**src/rtl/eq_operand_loader_if.sv**
```systemverilog
// Handshake/bus bundle between a serial operand source and eq_operand_loader.
// The master side drives the serial stream and the acknowledge.
// The slave side is the loader, which returns the assembled operands and status.
interface eq_operand_loader_if #(
  parameter int WIDTH = 4
);
  logic             start;
  logic             in_valid;
  logic             a_bit;
  logic             b_bit;
  logic             set_ack;
  logic [WIDTH-1:0] a_out;
  logic [WIDTH-1:0] b_out;
  logic             set;
  logic             busy;
  logic             drop;
  logic             mismatch;

  modport master (
    output start, in_valid, a_bit, b_bit, set_ack,
    input  a_out, b_out, set, busy, drop, mismatch
  );

  modport slave (
    input  start, in_valid, a_bit, b_bit, set_ack,
    output a_out, b_out, set, busy, drop, mismatch
  );
endinterface

```
**src/rtl/eq_operand_loader.sv**
```systemverilog
// eq_operand_loader: deserialises two LSB-first operand streams into WIDTH-bit
// words and holds them on a_out/b_out with a 'set' qualifier until the consumer
// acknowledges. All outputs are registered.
// Optional feature macro: EQ_LOADER_EARLY_MISMATCH_EN enables the sticky early
// mismatch flag; without it the mismatch output is a constant 0.
module eq_operand_loader #(
  parameter int WIDTH = 4
) (
  input  logic               clk,
  input  logic               rst_n,
  eq_operand_loader_if.slave bus
);

  localparam int CW = $clog2(WIDTH);
  localparam logic [CW-1:0] CNT_LAST = CW'(WIDTH - 1);

  typedef enum logic [1:0] {
    IDLE  = 2'b00,
    SHIFT = 2'b01,
    HOLD  = 2'b10
  } state_t;

  state_t           state_r, state_s;
  logic [CW-1:0]    cnt_r, cnt_s, cnt_base_s;
  logic [WIDTH-1:0] a_sr_r, a_sr_s, a_base_s;
  logic [WIDTH-1:0] b_sr_r, b_sr_s, b_base_s;
  logic [WIDTH-1:0] a_out_r, a_out_s;
  logic [WIDTH-1:0] b_out_r, b_out_s;
  logic             set_r, set_s;
  logic             busy_r, busy_s;
  logic             drop_r, drop_s;
  logic             clear_s;
  logic             accept_s;

  // Next-state, datapath and registered-output values for the loader FSM.
  always_comb begin
    state_s  = state_r;
    a_out_s  = a_out_r;
    b_out_s  = b_out_r;
    drop_s   = 1'b0;
    clear_s  = 1'b0;
    accept_s = 1'b0;

    case (state_r)
      IDLE: begin
        if (bus.start) begin
          state_s  = SHIFT;
          clear_s  = 1'b1;
          accept_s = bus.in_valid;
        end else begin
          drop_s   = bus.in_valid;
        end
      end
      SHIFT: begin
        // A start here restarts the word; a concurrent bit becomes bit0.
        if (bus.start) begin
          clear_s  = 1'b1;
          accept_s = bus.in_valid;
        end else begin
          accept_s = bus.in_valid;
        end
      end
      HOLD: begin
        // start is ignored while holding, even together with set_ack.
        if (bus.set_ack) begin
          state_s = IDLE;
        end else begin
          state_s = HOLD;
        end
        drop_s = bus.in_valid;
      end
      default: begin
        state_s = IDLE;
      end
    endcase

    // Restart clears the partial word before any concurrent bit is shifted in.
    if (clear_s) begin
      a_base_s   = {WIDTH{1'b0}};
      b_base_s   = {WIDTH{1'b0}};
      cnt_base_s = {CW{1'b0}};
    end else begin
      a_base_s   = a_sr_r;
      b_base_s   = b_sr_r;
      cnt_base_s = cnt_r;
    end

    if (accept_s) begin
      a_sr_s = {bus.a_bit, a_base_s[WIDTH-1:1]};
      b_sr_s = {bus.b_bit, b_base_s[WIDTH-1:1]};
      if (cnt_base_s == CNT_LAST) begin
        state_s = HOLD;
        cnt_s   = {CW{1'b0}};
        a_out_s = a_sr_s;
        b_out_s = b_sr_s;
      end else begin
        cnt_s   = cnt_base_s + CW'(1);
      end
    end else begin
      a_sr_s = a_base_s;
      b_sr_s = b_base_s;
      cnt_s  = cnt_base_s;
    end

    set_s  = (state_s == HOLD);
    busy_s = (state_s != IDLE);
  end

  // State, shift registers and registered outputs.
  always_ff @(posedge clk or negedge rst_n) begin
    if (!rst_n) begin
      state_r <= IDLE;
      cnt_r   <= {CW{1'b0}};
      a_sr_r  <= {WIDTH{1'b0}};
      b_sr_r  <= {WIDTH{1'b0}};
      a_out_r <= {WIDTH{1'b0}};
      b_out_r <= {WIDTH{1'b0}};
      set_r   <= 1'b0;
      busy_r  <= 1'b0;
      drop_r  <= 1'b0;
    end else begin
      state_r <= state_s;
      cnt_r   <= cnt_s;
      a_sr_r  <= a_sr_s;
      b_sr_r  <= b_sr_s;
      a_out_r <= a_out_s;
      b_out_r <= b_out_s;
      set_r   <= set_s;
      busy_r  <= busy_s;
      drop_r  <= drop_s;
    end
  end

  assign bus.a_out = a_out_r;
  assign bus.b_out = b_out_r;
  assign bus.set   = set_r;
  assign bus.busy  = busy_r;
  assign bus.drop  = drop_r;

`ifdef EQ_LOADER_EARLY_MISMATCH_EN
  logic mismatch_r, mismatch_s;

  // Sticky mismatch: cleared by an accepted start, set by any accepted differing bit pair.
  always_comb begin
    if (clear_s) begin
      mismatch_s = accept_s & (bus.a_bit ^ bus.b_bit);
    end else begin
      mismatch_s = mismatch_r | (accept_s & (bus.a_bit ^ bus.b_bit));
    end
  end

  // Mismatch flag register.
  always_ff @(posedge clk or negedge rst_n) begin
    if (!rst_n) begin
      mismatch_r <= 1'b0;
    end else begin
      mismatch_r <= mismatch_s;
    end
  end

  assign bus.mismatch = mismatch_r;
`else
  assign bus.mismatch = 1'b0;
`endif

endmodule

```
**src/flat_wrapper.sv**
```systemverilog
// flat-port wrapper written by rule: the top's interface ports become plain ports
module eq_operand_loader_flat 
#(
  parameter int WIDTH = 4
)
  (clk, rst_n, bus_start, bus_in_valid, bus_a_bit, bus_b_bit, bus_set_ack, bus_a_out, bus_b_out, bus_set, bus_busy, bus_drop, bus_mismatch);
  eq_operand_loader_if #(.WIDTH(WIDTH)) bus_i ();
  input  logic clk;
  input  logic rst_n;
  input wire logic [$bits(bus_i.start)-1:0] bus_start;
  input wire logic [$bits(bus_i.in_valid)-1:0] bus_in_valid;
  input wire logic [$bits(bus_i.a_bit)-1:0] bus_a_bit;
  input wire logic [$bits(bus_i.b_bit)-1:0] bus_b_bit;
  input wire logic [$bits(bus_i.set_ack)-1:0] bus_set_ack;
  output wire logic [$bits(bus_i.a_out)-1:0] bus_a_out;
  output wire logic [$bits(bus_i.b_out)-1:0] bus_b_out;
  output wire logic [$bits(bus_i.set)-1:0] bus_set;
  output wire logic [$bits(bus_i.busy)-1:0] bus_busy;
  output wire logic [$bits(bus_i.drop)-1:0] bus_drop;
  output wire logic [$bits(bus_i.mismatch)-1:0] bus_mismatch;
  assign bus_i.start = bus_start;
  assign bus_i.in_valid = bus_in_valid;
  assign bus_i.a_bit = bus_a_bit;
  assign bus_i.b_bit = bus_b_bit;
  assign bus_i.set_ack = bus_set_ack;
  assign bus_a_out = bus_i.a_out;
  assign bus_b_out = bus_i.b_out;
  assign bus_set = bus_i.set;
  assign bus_busy = bus_i.busy;
  assign bus_drop = bus_i.drop;
  assign bus_mismatch = bus_i.mismatch;
  eq_operand_loader #(.WIDTH(WIDTH)) u_core (.clk(clk), .rst_n(rst_n), .bus(bus_i));
endmodule
```
**config.mk**
```make
export PLATFORM = sky130hd
export DESIGN_NAME = eq_operand_loader_flat
export DESIGN_NICKNAME = d
export VERILOG_FILES = /design/src/rtl/eq_operand_loader_if.sv /design/src/rtl/eq_operand_loader.sv /design/src/flat_wrapper.sv
export SDC_FILE = /design/constraint.sdc
export NUM_CORES = 1
export LEC_CHECK = 0
export ABC_AREA = 1
export CAP_MARGIN = 10
export CORE_ASPECT_RATIO = 1.25
export CORE_MARGIN = 8
export CORE_UTILIZATION = 52
export CTS_CLUSTER_DIAMETER = 60
export DETAILED_ROUTE_END_ITERATION = 10
export GPL_TIMING_DRIVEN = 0
export PLACE_DENSITY = 0.81
export SLEW_MARGIN = 20
export SYNTH_ARGS = -nofsm -noshare
export SYNTH_HDL_FRONTEND = slang
export SYNTH_SLANG_ARGS = --single-unit
```
**constraint.sdc**
```tcl
create_clock -name clk -period 2.3 [get_ports clk]
set_input_delay 0.46 -clock clk [delete_from_list [all_inputs] [get_ports clk]]
set_output_delay 0.46 -clock clk [all_outputs]
set_load 0.01 [all_outputs]
```
==> out/qor.csv <==
stage;metric;value;unit
outcome;status;completed;
placement;pre-CTS worst setup slack;-0.02663;ns
sta;Final WS setup;0.2864;ns
pwr;P_int;520.9;uW
sta;Slew @ Worst Pin;0.9118;ns
drt;DR vias/cell;4.879;
logic_synthesis;Distinct cells, synth;17;
pwr;Net Sw Frac;25.57;%
clock_network;Reg clk slew, reported paths;0.11;ns
critical_path;type of the worst setup path;in -> reg;
pwr;leak pwr;0.6003;nW
clock_network;Root Driver;clkbuf_4;
drt;Residual DRC;0;
critical_path;Critical Path RT;2.49;ns
grt;number of global-route vias before repair;753;
finish;most frequent cells in the layout;nand2_1 (38), dfrtp_1 (21), clkdlybuf4s50_1 (17);
pwr;peak supply drop;0.5021;mV
placement;count of port buffers added during placement;17;
finish;P&R area growth vs syn;23.95;%
logic_synthesis;Cell Area, Synth;919.6;um2
placement;cell total after placement;145;
clock_network;post-cts sizing count;0;
pwr;P per Cell Area;614.0;nW/um2
sta;max_slew headroom;39.02;%
drt;1st-iter DRT viols;15;
logic_synthesis;Syn. warnings;0;
logic_synthesis;syn nets;117;
drt;WL/cell;12.13;um
floorplan;die height;63.02;um
critical_path;CP max FO;10;
sta;Max Clk Rate;496.6;MHz
drt;DR vias;727;
sta;worst hold slack;0.4787;ns
floorplan;initial cell density of the core;53.38;%
clock_network;cts hold-fix bufs;0;
grt;gr ovfl total;0;
sta;RSZ-0062 raised after global routing;false;
floorplan;Die Span X;53.62;um
clock_network;clock sinks;21;
clock_network;Max Buffers Root-to-Sink;2;
clock_network;CTS H-tree depth;1;
critical_path;Worst EP arrival;2.20;ns
sta;fin crit share;87.55;%
logic_synthesis;syn avg cell area;8.437;um2
finish;Util after Layout;66.16;%
sta;setup violators final;0;
critical_path;critical path endpoint category;flop;
pwr;combinational fraction of design power;17.0;%
drt;Post-Route WL;1.808;mm
clock_network;Clock Latency Late Sink;0.30;ns
min_path;hold crit path type;reg -> reg;
flow_run;maxcap violations;0;
sta;Clock Skews;0.003419;ns
pwr;net switching power;179.0;uW
sta;Slew Viols, Final;0;
finish;Final Non-Filler Cells;149;
drt;Detailed Routing Iterations Pass 1;4;
floorplan;Cell Rows;17;
placement;Routability Congestion;0.7367;
sta;minimum clock period;2.014;ns
finish;commonest non-fill, non-tap cell in the layout;nand2_1;
grt;Tot GR Track Use;12.15;%
finish;layout cells sized above 1;8.462;%
finish;Final nets;139;
finish;Inserted Diodes;0;
floorplan;DIE AREA;3379;um2
sta;Hold Vio Cnt, Final;0;
floorplan;core area;1723;um2
grt;initial antenna violation count;0;
grt;first-pass GRT wire length;3.146;mm
logic_synthesis;Mapped Cells;109;
logic_synthesis;Yosys reg bits;21;
clock_network;CTS tree;done;
clock_network;Setup Fix Bufs, Post-CTS;0;
pwr;Clk pwr share;24.7;%
critical_path;Startpoint Class;primary input;
placement;Final HPWL DP;1.387;mm
grt;largest net degree at the start of global routing;22;
logic_synthesis;sequential fraction of the synthesis area;57.14;%
floorplan;IO Count;19;
drt;ANT nets after route;0;
clock_network;CTS Buf Count;3;
pwr;part of the power in registers;58.3;%
[worst max-delay path, cell delays in order]
cell and delay, ns:
clkdlybuf4s50_1 0.50, inv_1 0.07, nor2_2 0.30, nor2_1 0.11, ha_1 0.20, buf_2 0.18, nand3_1 0.12, buf_4 0.17
nand3_1 0.08
[Yosys cell counts]
master / number / share of area, %
buf_2: 1 / 0.54
buf_4: 2 / 1.6
buf_6: 1 / 1.2
conb_1: 1 / 0.41
dfrtp_1: 21 / 57
ha_1: 1 / 1.4
inv_1: 12 / 4.9
inv_2: 1 / 0.41
nand2_1: 38 / 16
nand2_2: 1 / 0.68
nand3_1: 11 / 6.0
nand3b_1: 1 / 0.82
nor2_1: 9 / 3.7
nor2_2: 1 / 0.68
nor2_4: 1 / 1.2
nor3_1: 1 / 0.54
o21ai_0: 6 / 3.3
[per-stage QoR]
step	area, um2	total power, mW	setup TNS, ns
global placement	1114	0.5327	-0.0004881
CTS	1140	0.7107	0
floorplan	919.6	0.4723	0
global route	1140	0.7332	0
finish	1140	0.6999	0
detailed placement	1114	0.5372	-0.04977
[path summary, 6_finish.rpt]
kind,startpoint,to,slack [ns],cells after the start
hold / removal,u_core.bus.a_out[3]$_DFFE_PN0P_,u_core.bus.a_out[3]$_DFFE_PN0P_,0.48,2
max in group asynchronous,rst_n,u_core.bus.b_out[2]$_DFFE_PN0P_,1.08,1
setup / recovery,bus_start,u_core.bus.busy$_DFF_PN0_,0.29,9
hold reg to reg,u_core.bus.a_out[3]$_DFFE_PN0P_,u_core.bus.a_out[3]$_DFFE_PN0P_,0.48,2
setup reg to reg,u_core.state_r[1]$_DFF_PN0_,u_core.bus.busy$_DFF_PN0_,0.53,7
min in group asynchronous,rst_n,u_core.state_r[0]$_DFF_PN0_,0.66,1
[metal layers]
layer  GRT usage [%]  vias up  share of wire, %
met5               0        -                 0
met4           6.646        0               2.3
met3           2.143        4               3.8
met2           21.18       15                53
met1           12.80      333                41
li1                -      375                 -
[cells by family after synthesis]
kind of cell / Yosys count / share of synthesized area (%)
other: 1 / 0.4078
buffers and inverters: 17 / 8.706
AO/OA/AOI/OAI: 6 / 3.265
flip-flops: 21 / 57.14
AND/OR/NAND/NOR: 63 / 29.12
adder cells (fa/ha/maj): 1 / 1.360
[power groups by stage]
stage / Clock (mW) / Combinational (mW) / Sequential (mW)
floorplan: 0 / 0.0497 / 0.423
global placement: 0 / 0.118 / 0.414
detailed placement: 0 / 0.121 / 0.416
CTS: 0.181 / 0.121 / 0.409
global route: 0.189 / 0.133 / 0.411
finish: 0.173 / 0.119 / 0.408
[state kept, by name (all words and copies together), names as in the netlist]
register	cells
u_core.bus.drop	1
u_core.cnt_r	2
u_core.bus.busy	1
u_core.bus.b_out	4
u_core.a_sr_r	3
u_core.bus.set	1
u_core.b_sr_r	3
u_core.state_r	2
u_core.bus.a_out	4
[area by class of cell]
cell class / count / area [um2]
tap: 19 / 23.77
buffer: 4 / 31.28
inverter: 13 / 48.80
sequential: 21 / 525.5
timing repair buffer: 17 / 170.2
multi-input combinational: 71 / 314.1
clock buffer: 4 / 26.28
fill: 150 / 583.1
No activity file was read; power rests on OpenSTA's default activity.
